`src/rtl/gm_filter_pkg.sv`:
```
// Shared widths, coefficients and rounding/saturation constants for the
// gm_filter_model 8-tap low-pass FIR.
package gm_filter_pkg;

    localparam int DW   = 8;
    localparam int CW   = 8;
    localparam int TAPS = 8;
    localparam int AW   = 19;

    // Q1.7 taps, h0 multiplies the newest sample; they sum to 128 (unity DC gain).
    localparam logic signed [CW-1:0] COEF [TAPS] = '{
        -8'sd2, 8'sd6, 8'sd22, 8'sd38, 8'sd38, 8'sd22, 8'sd6, -8'sd2
    };

    localparam logic signed [AW-1:0] RND_K   = 19'sd64;
    localparam int                   SHIFT   = 7;
    localparam logic signed [DW-1:0] SAT_MAX = 8'sh7F;
    localparam logic signed [DW-1:0] SAT_MIN = 8'sh80;

endpackage

```
`src/rtl/gm_filter_round_sat.sv`:
```
// Combinational round-half-up and saturate from the full-precision
// accumulator back to the sample width.
module gm_filter_round_sat
    import gm_filter_pkg::*;
(
    input  logic signed [AW-1:0] acc,
    output logic signed [DW-1:0] res
);

    function automatic logic signed [AW-1:0] round_half_up(input logic signed [AW-1:0] v);
        logic signed [AW-1:0] biased;
        biased = v + RND_K;
        return biased >>> SHIFT;
    endfunction

    function automatic logic signed [DW-1:0] saturate(input logic signed [AW-1:0] v);
        logic signed [AW-1:0] hi;
        logic signed [AW-1:0] lo;
        hi = AW'(SAT_MAX);
        lo = AW'(SAT_MIN);
        if (v > hi)
            return SAT_MAX;
        else if (v < lo)
            return SAT_MIN;
        else
            return v[DW-1:0];
    endfunction

    assign res = saturate(round_half_up(acc));

endmodule

```
`config.mk`:
```
export PLATFORM = sky130hd
export DESIGN_NAME = gm_filter_round_sat
export DESIGN_NICKNAME = d
export VERILOG_FILES = /design/src/rtl/gm_filter_pkg.sv /design/src/rtl/gm_filter_round_sat.sv
export SDC_FILE = /design/constraint.sdc
export NUM_CORES = 1
export LEC_CHECK = 0
export ABC_AREA = 1
export CORE_AREA = 2 2 39 41
export DETAILED_ROUTE_END_ITERATION = 10
export DIE_AREA = 0 0 41 43
export PLACE_DENSITY = 0.7
export RECOVER_POWER = 50
export SYNTH_ARGS = -nofsm -noshare
export SYNTH_HDL_FRONTEND = slang
export SYNTH_SLANG_ARGS = --single-unit
```
`constraint.sdc`:
```
create_clock -name vclk -period 1.7
set_input_delay 0.255 -clock vclk [all_inputs]
set_output_delay 0.255 -clock vclk [all_outputs]
set_load 0.01 [all_outputs]
```
# Word-level counts from Yosys, hierarchy flattened
# Index checks and enable logic that the tools add are counted.
[word_totals]
ff_bits = 0
inputBits = 19
wordCells = 5
[classes]
addsub = 1
order_cmp = 2
mux = 2
[op_table]
columns = ["operator", "count"]
rows = [
  ["adder 19 x 8 -> 19 bit, second input constant", 1],
  ["2-to-1 mux 8 bit", 2],
  ["greater-than comparator 12 x 8 -> 1 bit, second input constant", 1],
  ["less-than comparator 12 x 8 -> 1 bit, second input constant", 1],
]

# Logic depth before layout (Yosys ltp)
[logic_depth]
depth_word = 4
depth_mapped = 10
mapped_depth_nobuf = 10

# Least setup slack after synthesis
# OpenSTA, ideal clock, no wires.
[synth_timing]
path_kind = "input to output"
from = "input acc[6]"
to = "output res[0]"
required_ps = 1445
arrival_time_ps = 1244
stages = 9
path_slack_ps = 201
cell_sequence = "ha_1 -> nand2_2 -> nor2_2 -> nand2_1 -> nand2_1 -> nand3_2 -> o21bai_4 -> nand2_1 -> nand2_1"
[synth_between]
elab_chain_cells = 4
word_cells_on_any_way = 5
classes_between = "add/sub (1); order compare (2); mux (2)"
[synth_lines]
columns = ["item", "line", "source"]
rows = [
  ["start, declared", "gm_filter_round_sat.sv:6", "input logic signed [AW-1:0] acc,"],
  ["adder 19 x 8 -> 19 bit *", "gm_filter_round_sat.sv:12", "biased = v + RND_K;"],
  ["less-than comparator 12 x 8 -> 1 bit", "gm_filter_round_sat.sv:23", "else if (v < lo)"],
  ["2-to-1 mux 8 bit", "gm_filter_round_sat.sv:23", ""],
  ["2-to-1 mux 8 bit *", "gm_filter_round_sat.sv:21", "if (v > hi)"],
  ["end, declared", "gm_filter_round_sat.sv:7", "output logic signed [DW-1:0] res"],
]
# Mark *: on every way between the ends. The rest lies on a longest branch, timed or not.

# Worst setup path in the final report
[layout_timing]
from = "input acc[7]"
to = "output res[1]"
# Same word-level chain as after synthesis.

==> implementation parameters <==
Parameter                              Value

Synthesis
  Dominant combinational cell family by area after synthesis ... simple AND/OR/NAND/NOR gates
  Portion of the post-synthesis area used by sequential elements ... 0%
  Synth Warn # ... 0
  Proportion of synthesized area in mux cells ... 0%
  Area share of the leading cell type in the synthesized netlist ... 34.8%
  Cell type with the highest aggregate area in the netlist ... sky130_fd_sc_hd__nand2_1
  Largest cells by area after synthesis ... sky130_fd_sc_hd__nand2_1, sky130_fd_sc_hd__xor2_1, sky130_fd_sc_hd__inv_1
  Netlist area before placement ... 399 um^2
  Mean cell area of the mapped netlist ... 5.18 um^2
  Xor and xnor area share after synthesis ... 13.2%
  Post-synthesis simple-gate area fraction ... 69.3%
  Gate count after technology mapping ... 77
  Number of nets in the synthesized netlist ... 97
  Synthesized-area fraction occupied by adder cells ... 3.13%
  Synthesized-area fraction occupied by ao, oa, aoi and oai cells ... 5.96%
  Distinct cell type count after synthesis ... 15

Power
  Combinational cell fraction of total power ... 100.0%
  Static Leak ... 0.436 nW
  Cell area power density ... 233 mW/mm^2
  Switching part of the total power ... 50.1%
  Portion of total power attributed to sequential cells ... 0%
  Cell internal power dissipation ... 0.0000975 W
  Proportion of power drawn by the clock network ... 0%
  Psw ... 0.0000978 W
  Max VDD drop ... 0.109 mV

Final layout
  Seq Cell Count ... 0
  Combined flip-flop and latch cell area ... 0 um^2
  Proportion of layout cells with a drive suffix above 1 ... 58.7%
  Total Nets Final ... 143
  Area growth, synth to finish ... 110%
  Non-filler cells, final ... 137
  # fillers ... 132
  Final design utilization ... 60.5%
  Final antenna diode count ... 0
  Clock buffer instance count of the final layout ... 0

Timing
  Tightest Pin Transition ... 0.198 ns
  Final Slew Violations ... 0
  Min cycle time layout ... 1.86 ns
  Final count of hold timing violations ... 0
  Endpoints failing setup ... 7
  Relative slew slack ... 86.7%
  Setup total negative slack ... -0.807 ns
  Maximum clock frequency ... 536 MHz
  Slack of the critical path ... -0.165 ns
  Unrepaired setup endpoints after global routing ... true
  Fraction of the cycle the final worst path needs ... 110%

Placed design
  Number of placed cells counting well taps ... 127
  Estimated wirelength of the detail-placed design ... 1010 um
  Port buffer count ... 21
  Placer's final routability congestion estimate ... 0.759

Drt
  Via/cell ratio ... 4.80
  Violation count after the first detailed-routing iteration ... 18
  Average routed wire per standard cell ... 11.9 um
  Via count ... 657
  Post-DRT Antenna Nets ... 0
  Detailed-routing iteration count for the pre-antenna-repair pass ... 4
  Number of DRC violations after detailed routing ... 0
  Routed wire length ... 1630 um

Die
  Die height ... 43 um
  Width of the die ... 41 um
  Number of top-level pins ... 27
  Total Die Area ... 0.00176 mm^2
  Core area ... 0.00138 mm^2
  Placement row count ... 14
  Starting density of the core ... 28.8%

Global route
  Largest net degree at the start of global routing ... 8
  Overall global routing resource usage ... 21.0%
  Total grt overflow ... 0
  Initial antenna violation count ... 0
  Global-route wire length before repair ... 2620 um
  Via count of the first global-routing pass ... 629

Flow run
  Max-Cap Viols ... 0

Worst hold path
  Worst min-delay path class ... in2out

CTS
  # hold bufs at CTS ... 0

Run status
  Violated checks ... setup timing
  Status ... complete, but fails checks

Setup path
  Kind of critical path ... in2out
  Largest fanout on the critical path ... 5
  Critical path startpoint category ... primary input
  Type of element capturing the critical path ... output port
  CP Data Required Time ... 1.44 ns
  CP arrival ... 1.61 ns
==> power by group through the flow <==
| stage | Combinational, W | Sequential [W] | Clock [W] |
|---|---|---|---|
| floorplan | 0.0000686 | 0 | 0 |
| global placement | 0.000167 | 0 | 0 |
| detailed placement | 0.000169 | 0 | 0 |
| CTS | 0.000186 | 0 | 0 |
| global route | 0.000210 | 0 | 0 |
| finish | 0.000195 | 0 | 0 |
==> worst max-delay path, cell delays in order <==
cell                       delay, ns
sky130_fd_sc_hd__buf_8          0.08
sky130_fd_sc_hd__ha_4           0.15
sky130_fd_sc_hd__nand2_4        0.06
sky130_fd_sc_hd__nor2_4         0.17
sky130_fd_sc_hd__nand3_2        0.10
sky130_fd_sc_hd__nand2_2        0.08
sky130_fd_sc_hd__nand3_2        0.08
sky130_fd_sc_hd__o21bai_4       0.20
sky130_fd_sc_hd__buf_6          0.13
sky130_fd_sc_hd__buf_6          0.08
sky130_fd_sc_hd__nand2_2        0.03
sky130_fd_sc_hd__nand2_1        0.05
sky130_fd_sc_hd__buf_2          0.12
==> repair_timing <==
item                                   in CTS  in global routing
gates resized for setup                   101                  5
setup buffers                              10                  0
pin swaps                                  17                  1
setup endpoints to repair                   8                  8
endpoints found under the hold margin       0                  0
==> final timing paths <==
path	start	endpoint	slack [ns]	cells past startpoint
setup / recovery	acc[7]	res[1]	-0.16	13
hold / removal	acc[8]	res[1]	0.93	5
==> cell usage in the layout, fill, tap and decap left out <==
master / instances
sky130_fd_sc_hd__nand2_2: 15
sky130_fd_sc_hd__clkbuf_2: 1
sky130_fd_sc_hd__clkdlybuf4s15_1: 1
sky130_fd_sc_hd__buf_6: 5
sky130_fd_sc_hd__nand4_1: 3
sky130_fd_sc_hd__xnor2_1: 1
sky130_fd_sc_hd__buf_8: 1
sky130_fd_sc_hd__nor3_1: 1
sky130_fd_sc_hd__nand3_1: 3
sky130_fd_sc_hd__clkdlybuf4s15_2: 2
sky130_fd_sc_hd__nor2_4: 4
sky130_fd_sc_hd__o21bai_4: 1
sky130_fd_sc_hd__clkdlybuf4s50_1: 1
sky130_fd_sc_hd__buf_2: 12
sky130_fd_sc_hd__inv_1: 9
sky130_fd_sc_hd__nand2_4: 1
sky130_fd_sc_hd__nor2_1: 1
sky130_fd_sc_hd__xor2_1: 5
sky130_fd_sc_hd__a21oi_1: 1
sky130_fd_sc_hd__ha_4: 1
sky130_fd_sc_hd__nand3_2: 4
sky130_fd_sc_hd__nor2_2: 4
sky130_fd_sc_hd__nand2_1: 23
sky130_fd_sc_hd__buf_4: 20
sky130_fd_sc_hd__dlygate4sd2_1: 1
==> stage by stage <==
step / hold WS, ns / setup slack, ns / area [um^2] / power (W)
CTS: 0.912 / -0.0957 / 830 / 0.000186
global route: 0.956 / -0.234 / 837 / 0.000210
finish: 0.933 / -0.165 / 837 / 0.000195
detailed placement: 1.70 / -0.933 / 727 / 0.000169
global placement: 1.71 / -0.871 / 727 / 0.000167
floorplan: 0.683 / 0.201 / 399 / 0.0000686
==> cells in the mapped netlist <==
library cell,n
sky130_fd_sc_hd__nor3_1,1
sky130_fd_sc_hd__nand3_2,1
sky130_fd_sc_hd__nand4_1,3
sky130_fd_sc_hd__o21bai_4,1
sky130_fd_sc_hd__xor2_1,5
sky130_fd_sc_hd__a21oi_1,1
sky130_fd_sc_hd__nand2_1,37
sky130_fd_sc_hd__nand3_1,6
sky130_fd_sc_hd__ha_1,1
sky130_fd_sc_hd__xnor2_1,1
sky130_fd_sc_hd__inv_1,9
sky130_fd_sc_hd__nand2_2,2
sky130_fd_sc_hd__nor2_2,2
sky130_fd_sc_hd__nor2_4,3
sky130_fd_sc_hd__nor2_1,4
==> logic make-up after synthesis <==
logic type / Yosys count
xor gates and xnor gates: 6
adders and majority gates: 1
and+or+nand+nor: 59
buffers and inverters: 9
AOI/OAI and AO/OA: 2
==> area by class of cell <==
cell class                      count  area [um^2]  share of cell area (%)
Multi-Input combinational cell     68          445                    53.2
Timing Repair Buffer               44          338                    40.4
Inverter                            9         33.8                    4.04
Tap cell                           16         20.0                    2.39
==> per-layer routing <==
| metal | global-route usage, % | share of wire [%] | up-vias | wire length [um] |
|---|---|---|---|---|
| li1 | - | - | 330 | - |
| met1 | 25.6 | 38 | 293 | 620 |
| met2 | 35.3 | 54 | 26 | 878 |
| met3 | 2.62 | 5.2 | 8 | 85 |
| met4 | 7.33 | 2.9 | 0 | 48 |
| met5 | 0 | 0 | - | 0 |
(Power assumes the default switching activity.)
